**config.mk**
```make
export PLATFORM = sky130hd
export DESIGN_NAME = core_bus_scheduler
export DESIGN_NICKNAME = d
export VERILOG_FILES = /design/src/rtl/core_bus_scheduler.sv
export SDC_FILE = /design/constraint.sdc
export NUM_CORES = 1
export LEC_CHECK = 0
export CORE_MARGIN = 4
export CORE_UTILIZATION = 30
export DETAILED_ROUTE_END_ITERATION = 12
export PLACE_DENSITY = 0.66
export SYNTH_ARGS = -nofsm -noshare
export SYNTH_HDL_FRONTEND = slang
export SYNTH_SLANG_ARGS = --single-unit
export TNS_END_PERCENT = 20
```
**constraint.sdc**
```tcl
create_clock -name clk_i -period 3.1 [get_ports clk_i]
set_clock_uncertainty 0.1 [all_clocks]
set_input_delay 0.465 -clock clk_i [delete_from_list [all_inputs] [get_ports clk_i]]
set_output_delay 0.465 -clock clk_i [all_outputs]
set_load 0.01 [all_outputs]
```
**src/rtl/core_bus_scheduler.sv**
```systemverilog
// rtl/core_bus_scheduler.sv - maps decoded requests onto one of NUM_CORES cores over a shared bus
// One transaction at a time: strobe the owning core, wait for its ack or time out, return one response.
module core_bus_scheduler #(
  parameter int          NUM_CORES    = 4,
  parameter int          CORE_SPAN    = 16,
  parameter int          TIMEOUT      = 255,
  parameter logic [31:0] ERROR_RESULT = 32'hDEAD_BEEF
) (
  input  logic                      clk_i,
  input  logic                      rst_ni,
  input  logic                      req_valid_i,
  output logic                      req_ready_o,
  input  logic [7:0]                instruction_i,
  input  logic [23:0]               address_i,
  input  logic [31:0]               value_i,
  output logic                      rsp_valid_o,
  output logic [31:0]               rsp_result_o,
  output logic                      rsp_error_o,
  output logic [NUM_CORES-1:0]      core_sel_o,
  output logic [7:0]                core_instruction_o,
  output logic [23:0]               core_address_o,
  output logic [31:0]               core_value_o,
  input  logic [NUM_CORES-1:0]      core_ack_i,
  input  logic [32*NUM_CORES-1:0]   core_result_i,
  output logic [15:0]               err_count_o
);

  localparam int SHIFT = $clog2(CORE_SPAN);
  localparam int CW    = $clog2(TIMEOUT + 1);

  typedef enum logic [1:0] {IDLE, ISSUE, WAIT, RESP} state_t;

  state_t                 state_q, state_d;
  logic [NUM_CORES-1:0]   sel_mask_q, sel_mask_d;
  logic [NUM_CORES-1:0]   core_sel_q, core_sel_d;
  logic [7:0]             instr_q, instr_d;
  logic [23:0]            addr_q, addr_d;
  logic [31:0]            value_q, value_d;
  logic [CW-1:0]          cnt_q, cnt_d;
  logic                   rsp_valid_q, rsp_valid_d;
  logic [31:0]            rsp_result_q, rsp_result_d;
  logic                   rsp_error_q, rsp_error_d;
  logic [15:0]            err_count_q, err_count_d;

  logic [23:0]            req_idx;
  logic [NUM_CORES-1:0]   req_mask;
  logic                   ack_hit;
  logic [31:0]            ack_result;
  logic [CW-1:0]          cnt_inc;

  always_comb begin
    state_d      = state_q;
    sel_mask_d   = sel_mask_q;
    core_sel_d   = '0;
    instr_d      = instr_q;
    addr_d       = addr_q;
    value_d      = value_q;
    cnt_d        = cnt_q;
    rsp_valid_d  = 1'b0;
    rsp_result_d = rsp_result_q;
    rsp_error_d  = rsp_error_q;
    err_count_d  = err_count_q;

    // Index is taken from all 24 address bits so high addresses land out of range, never alias.
    req_idx  = address_i >> SHIFT;
    req_mask = '0;
    for (int k = 0; k < NUM_CORES; k++) begin
      req_mask[k] = (req_idx == 24'(k));
    end

    // The latched one-hot mask filters acks and results from cores that were not selected.
    ack_hit    = |(core_ack_i & sel_mask_q);
    ack_result = '0;
    for (int k = 0; k < NUM_CORES; k++) begin
      if (sel_mask_q[k]) begin
        ack_result = ack_result | core_result_i[32*k +: 32];
      end
    end
    cnt_inc = cnt_q + 1'b1;

    unique case (state_q)
      IDLE: begin
        if (req_valid_i) begin
          instr_d = instruction_i;
          value_d = value_i;
          addr_d  = address_i & 24'(CORE_SPAN - 1);
          if (req_idx < 24'(NUM_CORES)) begin
            sel_mask_d = req_mask;
            core_sel_d = req_mask;
            state_d    = ISSUE;
          end else begin
            rsp_result_d = ERROR_RESULT;
            rsp_error_d  = 1'b1;
            rsp_valid_d  = 1'b1;
            state_d      = RESP;
          end
        end
      end
      ISSUE: begin
        cnt_d   = '0;
        state_d = WAIT;
      end
      WAIT: begin
        cnt_d = cnt_inc;
        if (ack_hit) begin
          rsp_result_d = ack_result;
          rsp_error_d  = 1'b0;
          rsp_valid_d  = 1'b1;
          state_d      = RESP;
        end else if (cnt_inc == CW'(TIMEOUT)) begin
          rsp_result_d = ERROR_RESULT;
          rsp_error_d  = 1'b1;
          rsp_valid_d  = 1'b1;
          state_d      = RESP;
        end
      end
      RESP: begin
        if (rsp_error_q && (err_count_q != 16'hFFFF)) begin
          err_count_d = err_count_q + 16'd1;
        end
        state_d = IDLE;
      end
      default: state_d = IDLE;
    endcase
  end

  always_ff @(posedge clk_i or negedge rst_ni) begin
    if (!rst_ni) begin
      state_q      <= IDLE;
      sel_mask_q   <= '0;
      core_sel_q   <= '0;
      instr_q      <= '0;
      addr_q       <= '0;
      value_q      <= '0;
      cnt_q        <= '0;
      rsp_valid_q  <= 1'b0;
      rsp_result_q <= '0;
      rsp_error_q  <= 1'b0;
      err_count_q  <= '0;
    end else begin
      state_q      <= state_d;
      sel_mask_q   <= sel_mask_d;
      core_sel_q   <= core_sel_d;
      instr_q      <= instr_d;
      addr_q       <= addr_d;
      value_q      <= value_d;
      cnt_q        <= cnt_d;
      rsp_valid_q  <= rsp_valid_d;
      rsp_result_q <= rsp_result_d;
      rsp_error_q  <= rsp_error_d;
      err_count_q  <= err_count_d;
    end
  end

  assign req_ready_o        = (state_q == IDLE);
  assign rsp_valid_o        = rsp_valid_q;
  assign rsp_result_o       = rsp_result_q;
  assign rsp_error_o        = rsp_error_q;
  assign core_sel_o         = core_sel_q;
  assign core_instruction_o = instr_q;
  assign core_address_o     = addr_q;
  assign core_value_o       = value_q;
  assign err_count_o        = err_count_q;

endmodule

```
== Yosys cells after proc, flatten, opt, wreduce, memory -nomap -nowiden ==
Cells that the tools add are included.
Storage, ports and cells
  register bits: 112
  logic and storage cells: 68
Cells by class
  add/sub/neg operators: 2
  magnitude comparators: 1
  equal/unequal tests: 11
  mux-type cells: 28
  bitwise gates (word level): 4
  reduce and logical (&&, ||, !) cells: 11
Operators with widths (count)
  $mux 32: 8
  $or 32x32->32: 3
  $pmux 32 s2: 1
  $eq 20x2->1 const B: 2
  $logic_not 24->1: 1
  $eq 20x1->1 const B: 1
  $lt 20x3->1 const B: 1
  $add 16x1->16 const B: 1
  $ne 16x16->1 const B: 1
  $pmux 8 s2: 1
  $mux 4: 3
  $add 8x1->8 const B: 1
  $eq 8x8->1 const B: 1
  $mux 1: 8
  $mux 2: 4
  $pmux 2 s4: 1
  $reduce_and 2->1: 3
  $and 4x4->4: 1
  $eq 2x2->1 const B: 2
  $ne 2x2->1 const B: 2
  $pmux 1 s2: 2
  $reduce_and 4->1: 1
  $reduce_bool 2->1: 2
  $reduce_or 4->1: 1
  5 further kinds: 5

== Logic depth before layout (Yosys ltp) ==
  word-level depth: 9
  gate-level depth with buffers: 8

== Least setup slack after synthesis ==
Ideal clock, no wire load.
  kind: input to register
  start: in address_i[21]
  end: reg rsp_result_q[0], in the netlist rsp_result_o[0]
  arrival: 1.755 ns
  path slack: 1.116 ns
  cell stages on the path: 6
  path through: or4_4 -> nor3_4 -> a21oi_2 -> a2bb2oi_4 -> buf_6 -> a2bb2oi_1
On the way
  word-level cells in the longest chain between the ends: 3
Ends and longest elaborated chain
  start, declared: line 14  | input logic [23:0] address_i,
  $lt 20x3->1: line 87  | if (req_idx < 24'(NUM_CORES)) begin
  $ne 2x2->1 (no source line)
  $reduce_and 4->1 (no source line)
  end signal, assigned: line 149  | rsp_result_q <= rsp_result_d;
  end, declared: line 41  | logic [31:0] rsp_result_q, rsp_result_d;
No other way between the ends.
A chain may end at the register's enable or synchronous reset.

== Worst setup path in the final report ==
  start: reg cnt_q[1]
  end: reg rsp_result_q[0], in the netlist rsp_result_o[0]
On the way
  word-level cells in the longest chain between the ends: 4
Ends and longest elaborated chain
  start, declared: line 39  | logic [CW-1:0] cnt_q, cnt_d;
  start signal, assigned: line 147  | cnt_q <= cnt_d;
  $add 8x1->8: line 79  | cnt_inc = cnt_q + 1'b1;
  $eq 8x8->1: line 110  | end else if (cnt_inc == CW'(TIMEOUT)) begin
  $ne 3x3->1 (no source line)
  $reduce_and 4->1 (no source line)
No other way between the ends.

==> reports/results.ini <==
[cells_and_area]
syn_to_final_growth_pct = 62.8
multi_input_area_um2 = 2390
layout_commonest_cell = clkdlybuf4s50_1
layout.nets = 944
instances_no_fill = 967
final_cell_mix = 296 x clkdlybuf4s50_1, 112 x dfrtp_1, 45 x mux2_2, 36 x a22o_1, 28 x nand2_1
drive_gt1_share_pct = 11.2
final-seq-area_um2 = 2800
diodes = 0
fillCellCount = 1533

[placed_design]
dp_hpwl_um = 14800
io_buffers = 297
gp_congestion = 0.830
place_inst = 953

[yosys]
synth_top_area_cell = dfrtp_1
ys.flop_type = dfrtp_1
netlist.area_leader.share_pct = 51.8
seq_area_frac_synth_pct = 51.8
synth_seq_cells = 112
yosysWarnings = 0
postSynth.asyncResetShare_pct = 100
synthTopCellsByArea = dfrtp_1 52%, mux2_2 9.4%, a22o_1 5.8%
synth.distinct_cells = 54
synth_edf_count = 0
syn_inst = 449
avgSynthCellArea_um2 = 12.1
syn_area_um2 = 5410

[floorplan]
initial_core_util_pct = 31.0
fp.coreArea_um2 = 17500
dieWidth_um = 142
row_count = 48
io_pins = 318
die-area_um2 = 20300
die_y_um = 142

[routing]
viasPerCell = 5.01
route.detailed.drc = 0
finalWirelength_um = 18300
vias = 4845
drtAntennaViolNets = 0
wire_per_inst_um = 19.0
dr.first_iter.drc_count = 208
drtPass1Iterations = 5

[worst_setup_path]
critPathCaptureType = flop
critPathKind = flop to flop
cp_max_fo = 24
critPathArrivalTime_ns = 2.64
crit_slowest_cell = a2bb2oi_4
path_buf_inv = 0
crit_chain = ha_1, and3_1, mux2i_1, o221ai_1, a2bb2oi_4, a2bb2oi_1
start_kind = flop
rrSetupSlack_ns = 0.62
crit_family = compound AO/OA/AOI/OAI gates
required_ns = 3.26
cp_slowest_stage_delay_ns = 0.64

[global_routing]
grtUsageMet3_pct = 4.23
use_met2_pct = 32.0
grt.busiest_layer = met2
globalRouteMet1Util_pct = 20.8
grt_usage_pct = 17.6
grt_pass1_wl_um = 27800
grt_pass1_vias = 5161
antenna_found_initial = 0
overflow = 0
grt_max_degree = 48

[timing]
tightestPinTransition_ns = 0.696
rsz0062_at_grt = false
timing.fmax_mhz = 403
maxSlewHeadroom_pct = 53.4
report.final.setup_viol = 0
period_share_pct = 80.0
finalCriticalPeriod_ns = 2.48
hold_violations = 0
finalMaxSlewViolations = 0
finalSetupTns_ns = 0

[pwr]
p_leak_nw = 3.55
p_total_mw = 5.35
p_per_area_nw_per_um2 = 607
ir_worst_vdd_mv = 0.381

[clock_tree]
path_clk_slew_ns = 0.07
cts_root_buffer = clkbuf_16
cts_buffer_depth = 2
cts_buffers = 9
tritoncts = built
htreeDepth = 3
worstSkewPairLatency_ns = 0.35
clock-sinks = 112
post_cts_buffers = 0
ctsResizeCount = 0
hold_buffers = 0

[hold_path]
min_path_type = input pin to async pin

[flow_run]
drv_cap = 0

[run_status]
outcome = finished, final reports clean

## final cells by class
type / instances / share of cell area (%)
Timing Repair Buffer: 306 / 34.5
Tap cell: 225 / 3.20
Multi-Input combinational cell: 301 / 27.2
Clock inverter: 3 / 0.227
Clock buffer: 11 / 2.75
Sequential cell: 112 / 31.8
Inverter: 9 / 0.383
## metrics by stage
stage / setup WS [ns] / area, um^2 / utilization, % / hold slack (ns)
3_5_place_dp: 0.438 / 8550 / 48.9 / 0.386
2_1_floorplan: 1.12 / 5480 / - / 0.0694
4_1_cts: 0.618 / 8810 / 50.4 / 0.0419
6_report: 0.621 / 8810 / 50.4 / 0.0347
3_3_place_gp: 0.532 / 8550 / 48.9 / 0.378
5_1_grt: 0.320 / 8810 / 50.4 / 0.0735
## synthesized netlist by cell type (3+ instances only)
cell type and count:
a22oi_1 16, a21oi_1 4, nand3_1 10, nor2_1 9, mux2_2 45, xnor2_1 13
buf_2 6, buf_4 21, ha_1 6, a221oi_1 24, nand2_1 29, nand4_1 5
inv_1 9, a2bb2oi_1 22, clkbuf_1 17, nor4_1 3, dfrtp_1 112, a21o_1 3
o21ai_0 8, and3_1 4, a22o_1 36, nor3_1 5
## path summary, 6_finish.rpt
kind,start,end,cells after the start
setup / recovery,cnt_q[1],rsp_result_o[0],6
hold / removal,rst_ni,err_count_o[2],1
setup reg to reg,cnt_q[1],rsp_result_o[0],6
hold reg to reg,err_count_o[5],err_count_o[5],1
max in group asynchronous,rst_ni,core_instruction_o[0],2
min in group clk_i,err_count_o[5],err_count_o[5],1
## state kept, by name, indices dropped and copies added, names as in the netlist
name                flops
state_q                 2
core_value_o           32
cnt_q                   8
rsp_error_o             1
core_sel_o              4
core_address_o          4
err_count_o            16
rsp_result_o           32
rsp_valid_o             1
sel_mask_q              4
core_instruction_o      8
## layer usage
metal | wire length [um] | vias to the layer above
met4 | 344 | 0
met5 | 0 | -
li1 | - | 2250
met2 | 9780 | 206
met1 | 7080 | 2366
met3 | 1130 | 23
## logic make-up after synthesis
family	share of synthesized area, %
AO/OA/AOI/OAI	21.1
flip-flops	51.8
AND/OR/NAND/NOR	7.81
buffers and inverters	5.69
multiplexers	9.73
XOR/XNOR	2.43
adder cells (fa/ha/maj)	1.39
other	0.0693
## where the power goes
group / internal, mW / switching [mW] / total [mW]
clock network: 0.557 / 0.500 / 1.06
logic: 1.33 / 0.929 / 2.26
registers: 1.82 / 0.215 / 2.03
Note: power is estimated with default switching activity, not from simulation.
